===== src/rtl/serial_sub_two_values_pkg.sv =====
// Shared definitions for the bit-serial subtractor: default operand width
// and the controller state encoding.
package serial_sub_two_values_pkg;

    localparam int DEFAULT_WIDTH = 4;

    typedef enum logic [1:0] {
        S_IDLE = 2'd0,
        S_RUN  = 2'd1,
        S_DONE = 2'd2
    } state_t;

endpackage


===== src/rtl/serial_sub_two_values_if.sv =====
// Start/busy/done handshake bundle of the serial subtractor, plus a debug view
// of the controller state.
interface serial_sub_two_values_if
    import serial_sub_two_values_pkg::*;
#(
    parameter int WIDTH = DEFAULT_WIDTH
);
    // Handshake: start is sampled only while idle. busy covers RUN and DONE.
    // done is a one-cycle pulse during which diff/borrow/ovf are fresh.
    // Results then hold until the next done.
    logic             start;
    logic [WIDTH-1:0] ain;
    logic [WIDTH-1:0] bin;
    logic             busy;
    logic             done;
    logic [WIDTH-1:0] diff;
    logic             borrow;
    logic             ovf;
    logic [1:0]       state;

    modport master (
        output start, ain, bin,
        input  busy, done, diff, borrow, ovf, state
    );

    modport slave (
        input  start, ain, bin,
        output busy, done, diff, borrow, ovf, state
    );

endinterface


===== src/rtl/serial_sub_two_values_full_sub_bit.sv =====
// One-bit full subtractor cell: d = a - b - bin_in, with borrow out.
// It is the borrow-based counterpart of the full-adder cell.
module full_sub_bit (
    input  logic a,
    input  logic b,
    input  logic bin_in,
    output logic d,
    output logic bout
);

    assign d    = a ^ b ^ bin_in;
    assign bout = (~a & b) | (~(a ^ b) & bin_in);

endmodule


===== src/rtl/serial_sub_two_values.sv =====
// Bit-serial subtractor: processes ain - bin LSB first, one bit per clock.
// A start/busy/done handshake controls it.
module serial_sub_two_values
    import serial_sub_two_values_pkg::*;
#(
    parameter int WIDTH = DEFAULT_WIDTH
) (
    input  logic                    clk,
    input  logic                    rst,
    serial_sub_two_values_if.slave  bus
);

    localparam int             CW   = (WIDTH > 1) ? $clog2(WIDTH) : 1;
    localparam logic [CW-1:0]  LAST = CW'(WIDTH - 1);

    state_t           r_state;
    state_t           w_next;
    logic [WIDTH-1:0] r_a;
    logic [WIDTH-1:0] r_b;
    logic [WIDTH-1:0] r_sh;
    logic [WIDTH-1:0] r_diff;
    logic [CW-1:0]    r_cnt;
    logic             r_br;
    logic             r_borrow;
    logic             r_ovf;
    logic             w_d;
    logic             w_bout;
    logic             w_last;

    full_sub_bit u_cell (
        .a      (r_a[0]),
        .b      (r_b[0]),
        .bin_in (r_br),
        .d      (w_d),
        .bout   (w_bout)
    );

    assign w_last = (r_cnt == LAST);

    always_ff @(posedge clk or posedge rst) begin
        if (rst) begin
            r_state <= S_IDLE;
        end else begin
            r_state <= w_next;
        end
    end

    always_comb begin
        w_next = r_state;
        case (r_state)
            S_IDLE:  if (bus.start) w_next = S_RUN;
            S_RUN:   if (w_last)    w_next = S_DONE;
            S_DONE:  w_next = S_IDLE;
            default: w_next = S_IDLE;
        endcase
    end

    // The operand registers shift right, so bit 0 is always the bit in flight.
    // On the last step, bit 0 holds the original MSBs used for the overflow test.
    always_ff @(posedge clk or posedge rst) begin
        if (rst) begin
            r_a      <= '0;
            r_b      <= '0;
            r_sh     <= '0;
            r_cnt    <= '0;
            r_br     <= 1'b0;
            r_diff   <= '0;
            r_borrow <= 1'b0;
            r_ovf    <= 1'b0;
        end else begin
            case (r_state)
                S_IDLE: begin
                    if (bus.start) begin
                        r_a   <= bus.ain;
                        r_b   <= bus.bin;
                        r_br  <= 1'b0;
                        r_cnt <= '0;
                    end
                end
                S_RUN: begin
                    r_a  <= r_a >> 1;
                    r_b  <= r_b >> 1;
                    r_br <= w_bout;
                    r_sh <= {w_d, r_sh[WIDTH-1:1]};
                    if (w_last) begin
                        r_diff   <= {w_d, r_sh[WIDTH-1:1]};
                        r_borrow <= w_bout;
                        r_ovf    <= (r_a[0] != r_b[0]) && (w_d != r_a[0]);
                    end else begin
                        r_cnt <= r_cnt + 1'b1;
                    end
                end
                default: ;
            endcase
        end
    end

    assign bus.busy   = (r_state == S_RUN) || (r_state == S_DONE);
    assign bus.done   = (r_state == S_DONE);
    assign bus.diff   = r_diff;
    assign bus.borrow = r_borrow;
    assign bus.ovf    = r_ovf;
    assign bus.state  = r_state;

endmodule


===== src/flat_wrapper.sv =====
// flat-port wrapper written by rule: the top's interface ports become plain ports
module serial_sub_two_values_flat import serial_sub_two_values_pkg::*;
#(
    parameter int WIDTH = DEFAULT_WIDTH
)
  (clk, rst, bus_start, bus_ain, bus_bin, bus_busy, bus_done, bus_diff, bus_borrow, bus_ovf, bus_state);
  serial_sub_two_values_if #(.WIDTH(WIDTH)) bus_i ();
  input  logic clk;
  input  logic rst;
  input wire logic [$bits(bus_i.start)-1:0] bus_start;
  input wire logic [$bits(bus_i.ain)-1:0] bus_ain;
  input wire logic [$bits(bus_i.bin)-1:0] bus_bin;
  output wire logic [$bits(bus_i.busy)-1:0] bus_busy;
  output wire logic [$bits(bus_i.done)-1:0] bus_done;
  output wire logic [$bits(bus_i.diff)-1:0] bus_diff;
  output wire logic [$bits(bus_i.borrow)-1:0] bus_borrow;
  output wire logic [$bits(bus_i.ovf)-1:0] bus_ovf;
  output wire logic [$bits(bus_i.state)-1:0] bus_state;
  assign bus_i.start = bus_start;
  assign bus_i.ain = bus_ain;
  assign bus_i.bin = bus_bin;
  assign bus_busy = bus_i.busy;
  assign bus_done = bus_i.done;
  assign bus_diff = bus_i.diff;
  assign bus_borrow = bus_i.borrow;
  assign bus_ovf = bus_i.ovf;
  assign bus_state = bus_i.state;
  serial_sub_two_values #(.WIDTH(WIDTH)) u_core (.clk(clk), .rst(rst), .bus(bus_i));
endmodule

===== config.mk =====
export PLATFORM = sky130hd
export DESIGN_NAME = serial_sub_two_values_flat
export DESIGN_NICKNAME = d
export VERILOG_FILES = /design/src/rtl/serial_sub_two_values_pkg.sv /design/src/rtl/serial_sub_two_values_if.sv /design/src/rtl/serial_sub_two_values_full_sub_bit.sv /design/src/rtl/serial_sub_two_values.sv /design/src/flat_wrapper.sv
export SDC_FILE = /design/constraint.sdc
export NUM_CORES = 1
export LEC_CHECK = 0
export CORE_MARGIN = 3
export CORE_UTILIZATION = 50
export CTS_CLUSTER_SIZE = 16
export DETAILED_ROUTE_END_ITERATION = 8
export GPL_TIMING_DRIVEN = 0
export HOLD_SLACK_MARGIN = 0.02
export PLACE_DENSITY_LB_ADDON = 0.2
export SYNTH_ARGS = -nofsm -noshare
export SYNTH_HDL_FRONTEND = slang
export SYNTH_HIERARCHICAL = 1
export SYNTH_SLANG_ARGS = --single-unit

===== constraint.sdc =====
create_clock -name clk -period 2.2 [get_ports clk]
set_input_delay 0.33 -clock clk [delete_from_list [all_inputs] [get_ports clk]]
set_output_delay 0.33 -clock clk [all_outputs]
set_load 0.005 [all_outputs]

==> qor.yml, run 1 <==
synth_cells: 93
gp_congestion: 0.7649
synth_common_cells: "dfrtp_1, nand2_1, o21ai_0"
setup_viol: 0
cts_buffer_depth: 2
sequentialPowerShare_pct: 38.0
fillers: 174
period_needed_ps: 1917
avgSynthCellArea_um2: 11.58
max_slew_margin_pct: 44.96
comb_power_share_pct: 52.4
grt_max_degree: 23
synthArstFlopShare_pct: 100.0
drt_iter0_drc: 10
coreArea_um2: 2002
cts_root_buffer: "clkbuf_4"
hold_class: "primary input to async pin"
critPathArrivalTime_ps: 1590
netlist.area_leader.share_pct: 51.10
worst_ir_drop_vdd_v: 0.0008613
routed_via_density: 4.965
numPortBuffers: 20
pin_count: 21
clk_pin_slew_worst_paths_ps: 110
postPlaceCellArea_um2: 1311
p_leak_nw: 0.6114
ys_types: 21
cts-resized-gates: 0
final-hold-violation-count: 0
hpwl_um: 1372
path_class: "flop to output port"
wirelength_um: 1781
max_cap_viol_count: 0
power_density_nw_per_um2: 1378
layout.nets: 136
period_share_pct: 87.16
track_usage_pct: 16.16
worst_slew_pin_slew_ps: 824.7
maxSlewViolCount: 0
clock_latency_ps: 300
antenna_left: 0
ys_seq_elements: 22
switching_share_pct: 35.60
cts_hold_buffers: 0
max_freq_mhz: 521.5
die_width_um: 52.42
drt-pass1-iter-count: 4
yosys.area.top_type: "dfrtp_1"
synth_nets: 111
synth_ff_type: "dfrtp_1"
finClkSkew_ps: 5.505
yosys_warnings: 6
cts_setup_buffers: 0
end_kind: "output port"
syn_to_final_growth_pct: 23.81
synth_most_common_cell: "dfrtp_1"
syn-cell-area_um2: 1077
rsz0062_at_grt: "no"
rr_endpoint: "u_core/r_cnt[0]"
reg2reg_depth: 5
drive_above_1_share_pct: 15.52
fin_area_um2: 1334
grt_pass1_wl_um: 3132
fin_setup_tns_ps: 0
antenna_found_initial: 0
vias: 710
dieArea_um2: 2747
power_frac_clock_pct: 9.6
rows: 16
synth-seq-area-share_pct: 51.10
cts_tree: "built"
cp-start-kind: "flop"
htreeDepth: 1
start_util_pct: 53.81
cts-buffers-inserted: 3
antenna_cells: 0
worst-r2r-setup-slack_ps: 510
synth_edf_count: 0
cp_max_fo: 5
cell_internal_pwr_mw: 1.184
gr-total-overflow: 0
drc_errors: 0
crit_required_ps: 1870
p_sw_uw: 654.3
synth_area_leaders: "dfrtp_1, mux2_2, ha_1, mux2i_1, o21ai_0"
rr_startpoint: "u_core/bus.state[0]"
status: "complete, no violations"
die_h_um: 52.42
grt_pass1_vias: 736
wire_per_inst_um: 12.45
clock_sinks: 22
==> layer usage <==
| metal | vias to the layer above | part of all wire, % | global-route usage [%] |
|---|---|---|---|
| met2 | 14 | 51 | 27.07 |
| met1 | 335 | 44 | 18.50 |
| li1 | 357 | - | - |
| met5 | - | 0 | 0 |
| met3 | 4 | 3.8 | 4.274 |
| met4 | 0 | 1.9 | 8.936 |
==> stage by stage <==
stage	hold WS (ps)	setup WS, ps	power [mW]	instances	util [%]
floorplan	319.2	638.9	1.349	93	-
global placement	461.0	530.8	1.633	140	65.50
detailed placement	470.2	497.3	1.686	140	65.50
CTS	496.3	255.9	1.866	143	66.63
global route	525.9	145.9	2.015	143	66.63
finish	474.1	282.6	1.838	143	66.63
==> cells by family (layout without fill, tap and decap cells) <==
| family | Yosys count | count (layout) | share of synthesized area, % |
|---|---|---|---|
| buf+inv | 11 | 34 | 4.762 |
| flops | 22 | 22 | 51.10 |
| simple gates | 20 | 20 | 9.175 |
| fa+ha+maj | 7 | 7 | 8.827 |
| compound gates | 15 | 15 | 7.898 |
| mux | 18 | 18 | 18.23 |
==> power groups by stage <==
stage | sequential [mW] | combinational (mW) | clock [mW]
after floorplan | 0.691 | 0.658 | 0
after global placement | 0.696 | 0.937 | 0
after detailed placement | 0.713 | 0.973 | 0
after CTS | 0.703 | 0.979 | 0.184
after global routing | 0.727 | 1.08 | 0.203
final | 0.699 | 0.963 | 0.176
==> area by class of cell <==
class | instances | area, um^2 | area share [%]
clock buffer | 3 | 22.52 | 1.689
inverter | 8 | 30.03 | 2.251
multi-input combinational | 60 | 475.5 | 35.65
timing repair buffer | 20 | 200.2 | 15.01
tap | 27 | 33.78 | 2.533
sequential | 22 | 550.5 | 41.28
buffer | 3 | 21.27 | 1.595
==> cells in the final DEF, fill, tap and decap left out, drive strengths merged <==
cell / count
a211oi: 1
a21oi: 2
buf: 3
clkbuf: 3
clkdlybuf4s50: 20
dfrtp: 22
fa: 1
ha: 6
inv: 8
mux2: 10
mux2i: 8
nand2: 13
nand2b: 2
nor2: 1
nor2b: 3
nor3b: 1
o21a: 1
o21ai: 11
==> worst max path at each step <==
stage	from	depth (start not counted)	to	slack, ps
2_1_floorplan	u_core/bus.state[0]	5	u_core/r_cnt[0]	640
3_3_place_gp	bus_start	4	u_core/r_cnt[0]	530
3_5_place_dp	bus_start	4	u_core/r_cnt[0]	500
4_1_cts	u_core/bus.state[0]	3	bus_busy	260
5_1_grt	u_core/bus.state[0]	3	bus_busy	150
6_report	u_core/bus.state[0]	3	bus_busy	280
==> state kept, by name, indices dropped and copies added, names as in the netlist <==
| name | count |
|---|---|
| u_core/bus.diff | 4 |
| u_core/r_a | 4 |
| u_core/r_b | 4 |
| u_core/r_sh | 3 |
| u_core/bus.state | 2 |
| u_core/r_cnt | 2 |
| u_core/bus.borrow | 1 |
| u_core/bus.ovf | 1 |
| u_core/r_br | 1 |
==> critical path, cell delays in order (launching register included) <==
cell and delay (ps):
dfrtp_1 420, inv_1 100, ha_1 280, clkdlybuf4s50_1 490
No activity file was read; power rests on OpenSTA's default activity.
==> run 2: changes to the inputs <==
CORE_MARGIN = default   (was 3)
MAX_ROUTING_LAYER = met4   (was default)
clock period = 1.94 ns   (was 2.2 ns; I/O delays follow)
==> run 2 against run 1 <==
Via count decreased by 0.28%; worst hold slack got worse by 20 ps; clock-buffer cell count up 1; flip-flop and latch count stayed put; worst setup slack got worse by 210 ps; final area up 1.6%; first-iteration DRC count is 30% lower; sequential power is 12% higher; clock skew shrank 4.4 ps; cell count rose by 1.4%; largest power group unchanged; largest cell class unchanged; routed wire length fell by 4.4%.
==> qor.yml, run 2 (synthesis results as in run 1) <==
period_share_pct: 96.21
layout.nets: 137  # +0.74%
start_util_pct: 53.81  # unchanged
wirelength_um: 1703  # -4.4%
htreeDepth: 1  # unchanged
routed_via_density: 4.883  # -1.7%
worst_ir_drop_vdd_v: 0.001143  # +33%
drc_errors: 0  # unchanged
finClkSkew_ps: 1.066  # -4.439 ps
sequentialPowerShare_pct: 36.5  # -1.5 points
comb_power_share_pct: 52.2  # -0.2 points
die_h_um: 48.42  # -7.6%
track_usage_pct: 17.40  # +1.2 points
cts-buffers-inserted: 3  # unchanged
gr-total-overflow: 0  # unchanged
p_leak_nw: 0.6234  # +2.0%
worst_slew_pin_slew_ps: 797.7  # -26.91 ps
syn_to_final_growth_pct: 25.78
gp_congestion: 0.7798  # +1.9%
antenna_found_initial: 0  # unchanged
fillers: 164  # -5.7%
cts_tree: "built"
pin_count: 21  # unchanged
path_class: "flop to output port"
end_kind: "output port"
cts_buffer_depth: 2  # unchanged
drt_iter0_drc: 7  # -3
rows: 16  # unchanged
clock_latency_ps: 290  # about the same
period_needed_ps: 1867
hold_ws_ps: 453.9  # -20.16 ps
grt_pass1_vias: 703  # -4.5%
cp-start-kind: "flop"
antenna_left: 0  # unchanged
cts_root_buffer: "clkbuf_4"
hold_class: "primary input to async pin"
setup_viol: 0  # unchanged
grt_max_degree: 23  # unchanged
final_common_cell: "dfrtp_1"
crit_required_ps: 1650  # -220 ps
clock_sinks: 22  # unchanged
vias: 708  # -0.28%
fin_setup_tns_ps: 0  # unchanged
power_frac_clock_pct: 11.3  # +1.7 points
rsz0062_at_grt: "no"
cell_internal_pwr_mw: 1.400  # +18%
coreArea_um2: 2002  # unchanged
maxSlewViolCount: 0  # unchanged
max_freq_mhz: 535.7
cp_max_fo: 5  # unchanged
drive_above_1_share_pct: 16.95  # +1.4 points
antenna_cells: 0  # unchanged
power_density_nw_per_um2: 1580  # +15%
status: "complete, no violations"
max_cap_viol_count: 0  # unchanged
grt_pass1_wl_um: 3118  # -0.45%
numPortBuffers: 20  # unchanged
drt-pass1-iter-count: 4  # unchanged
clk_pin_slew_worst_paths_ps: 110  # about the same
hpwl_um: 1322  # -3.6%
max_slew_margin_pct: 46.76  # +1.8 points
switching_share_pct: 34.63  # -0.96 points
dieArea_um2: 2344  # -15%
p_sw_uw: 741.5  # +13%
critPathArrivalTime_ps: 1580  # about the same
mostFrequentLayoutCells: "dfrtp_1, clkdlybuf4s50_1, nand2_1"
wire_per_inst_um: 11.74  # -5.7%
die_width_um: 48.42  # -7.6%
final-hold-violation-count: 0  # unchanged
-- run 2: power by group through the flow --
stage	registers [mW]	clock network, mW	logic [mW]
after global placement	0.790	0	1.06
after CTS	0.783	0.253	1.14
after detailed placement	0.804	0	1.11
after floorplan	0.784	0	0.746
final	0.781	0.242	1.12
after global routing	0.812	0.278	1.24
-- run 2: path summary, 6_finish.rpt --
path	from	endpoint	slack, ps	cells after the start
setup / recovery	u_core/bus.state[1]	bus_busy	70	3
hold / removal	rst	u_core/bus.diff[0]	450	2
setup reg to reg	u_core/bus.state[1]	u_core/r_a[0]	250	6
hold reg to reg	u_core/r_b[3]	u_core/r_b[3]	490	2
max in group asynchronous	rst	u_core/r_a[0]	1000	2
min in group clk	u_core/r_b[3]	u_core/r_b[3]	490	2
-- run 2: cell type report --
type                    count  area [um^2]  share of cell area [%]
multi-input cells          60        475.5                   35.09
well taps                  27        33.78                   2.493
clock buffers               4        36.28                   2.678
inverters                   8        30.03                   2.216
repair buffers             21        207.7                   15.33
flip-flops and latches     22        550.5                   40.63
plain buffers               3        21.27                   1.570
-- run 2: stage by stage --
step	power [mW]	cell area [um^2]	setup slack, ps	std cells	util [%]
final	2.141	1355	73.44	145	67.69
after global routing	2.331	1355	1.351	145	67.69
after CTS	2.173	1355	41.76	145	67.69
after detailed placement	1.911	1311	252.0	140	65.50
after global placement	1.847	1311	309.0	140	65.50
after floorplan	1.530	1077	378.9	93	-
-- run 2: repair_timing --
item | CTS | global route
hold buffers | 0 | 0
setup buffers | 1 | 0
resized for setup | 0 | 0
endpoints found under the setup margin | 1 | 0
-- run 2: per-layer routing --
| layer | share of wire, % | GRT usage [%] | routed length [um] |
|---|---|---|---|
| met1 | 46 | 21.33 | 788 |
| met2 | 51 | 30.75 | 870 |
| met3 | 2.1 | 1.887 | 35 |
| met4 | 0.47 | 4.412 | 8 |
| met5 | 0 | - | 0 |
-- run 2: critical path: stages, from the launching register on --
cell and delay [ps]:
dfrtp_1 380, inv_1 110, ha_1 300, clkdlybuf4s50_1 490
==> run 3: changes to the inputs <==
CAP_MARGIN = 20   (was default)
MAX_ROUTING_LAYER = default   (was met4)
==> run 3 against run 2 <==
Utilization did not move; routed wire length did not move; final area did not move; power barely moved; worst setup slack got worse by 3.5 ps; combinational power barely moved; flip-flop and latch count did not move; sequential share of layout area did not move; critical path type unchanged; largest cell class unchanged; largest power group unchanged.
==> qor.yml, run 3 (synthesis results as in run 1) <==
status: "complete, no violations"
critPathTopFamily: "buffers and inverters"
fin_area_um2: 1355  # unchanged
grt_max_degree: 23  # unchanged
slowest_delay_ps: 490  # about the same
cts_tree: "built"
final_util_pct: 67.69  # unchanged
cp_slowest_cell: "clkdlybuf4s50_1"
final_common_cell: "dfrtp_1"
cts_root_buffer: "clkbuf_4"
gp_congestion: 0.7694  # -1.3%
cts_buffer_depth: 2  # unchanged
track_usage_pct: 16.90  # -0.50 points
final_cells: 145  # unchanged
crit_required_ps: 1650  # about the same
layout.nets: 137  # unchanged
clock_sinks: 22  # unchanged
drc_errors: 0  # unchanged
dieArea_um2: 2344  # unchanged
max_cap_viol_count: 0  # unchanged
rows: 16  # unchanged
dpl_worst_slack_ps: 252.0  # unchanged
max_slew_margin_pct: 46.70  # -0.055 points
place_inst: 140  # unchanged
cp_max_fo: 5  # unchanged
finClkSkew_ps: 1.657  # +0.5916 ps
wirelength_um: 1703  # unchanged
drt-pass1-iter-count: 4  # unchanged
crit_chain: "inv_1, ha_1, clkdlybuf4s50_1"
vias: 706  # -0.28%
gr-total-overflow: 0  # unchanged
drt_iter0_drc: 8  # +1
power_density_nw_per_um2: 1580  # about the same
cp-startpoint: "u_core/bus.state[1]"
worst-path-buf-inv: 2  # unchanged
hpwl_um: 1322  # unchanged
path_class: "flop to output port"
antenna_cells: 0  # unchanged
wire_per_inst_um: 11.74  # unchanged
p_leak_nw: 0.6234  # unchanged
coreArea_um2: 2002  # unchanged
setup_ws_ps: 69.89  # -3.548 ps
cts-buffers-inserted: 3  # unchanged
final-hold-violation-count: 0  # unchanged
period_needed_ps: 1870  # +3.548 ps
routed_via_density: 4.869  # -0.28%
worst_slew_pin_slew_ps: 798.6  # +0.8304 ps
antenna_found_initial: 0  # unchanged
die_width_um: 48.42  # unchanged
clk_pin_slew_worst_paths_ps: 110  # about the same
setup_viol: 0  # unchanged
antenna_left: 0  # unchanged
cp-start-kind: "flop"
pin_count: 21  # unchanged
grt_pass1_wl_um: 3111  # -0.22%
die_h_um: 48.42  # unchanged
rsz0062_at_grt: "no"
end_kind: "output port"
max_freq_mhz: 534.7  # -0.19%
rr_startpoint: "u_core/bus.state[1]"
mostFrequentLayoutCells: "dfrtp_1, clkdlybuf4s50_1, nand2_1"
drive_above_1_share_pct: 16.95  # unchanged
clock_latency_ps: 290  # about the same
postPlaceCellArea_um2: 1311  # unchanged
cts_hold_buffers: 0  # unchanged
period_share_pct: 96.40  # +0.18 points
critPathArrivalTime_ps: 1580  # about the same
maxSlewViolCount: 0  # unchanged
start_util_pct: 53.81  # unchanged
worst_ir_drop_vdd_v: 0.001143  # about the same
htreeDepth: 1  # unchanged
numPortBuffers: 20  # unchanged
hold_class: "primary input to async pin"
syn_to_final_growth_pct: 25.78  # unchanged
fin_setup_tns_ps: 0  # unchanged
grt_pass1_vias: 704  # +0.14%
[run 3: cell counts in the layout (fill, tap and decap cells not counted)]
Identical to the previous run, type by type.
[run 3: path summary, 6_finish.rpt]
check	endpoint	slack, ps	cells past startpoint
setup / recovery	bus_busy	70	3
min in group clk	u_core/r_b[3]	490	2
max in group asynchronous	u_core/r_a[0]	1000	2
hold / removal	u_core/bus.diff[0]	450	2
setup reg to reg	u_core/r_a[0]	250	6
hold reg to reg	u_core/r_b[3]	490	2
[run 3: routing by layer]
metal	up-vias	track usage, %	part of all wire (%)
met5	-	0	0
met4	0	4.412	0
met3	0	1.887	2.2
met2	10	30.75	52
met1	341	21.33	46
li1	355	-	-
[run 3: power breakdown]
group	internal (mW)	leakage (nW)	switching, mW	total, mW
combinational	0.619	0.324	0.496	1.12
clock	0.114	0.0210	0.129	0.243
sequential	0.666	0.278	0.116	0.782
[run 3: repair_timing]
action,CTS,global route
gates resized for setup,0,0
endpoints found under the setup margin,1,0
buffers inserted,1,0
[run 3: metrics by stage]
stage | hold WS (ps) | power, mW
6_report | 452.8 | 2.141
5_1_grt | 513.4 | 2.331
4_1_cts | 482.0 | 2.173
3_5_place_dp | 471.3 | 1.911
3_3_place_gp | 461.7 | 1.847
2_1_floorplan | 280.2 | 1.530
[run 3: area by class of cell]
type	instances	area, um^2
plain buffers	3	21.27
clock buffers	4	36.28
fillers	164	646.9
inverters	8	30.03
multi-input cells	60	475.5
flip-flops and latches	22	550.5
well taps	27	33.78
repair buffers	21	207.7
[run 3: worst reg2reg max path: cells and delay by family, from the launching register on]
| kind | cells | cell delay [ps] |
|---|---|---|
| adder cells (fa/ha/maj) | 1 | 260 |
| AND/OR/NAND/NOR | 1 | 70 |
| AO/OA/AOI/OAI | 1 | 70 |
| flip-flops | 1 | 410 |
| multiplexers | 1 | 460 |
| buffers and inverters | 2 | 360 |
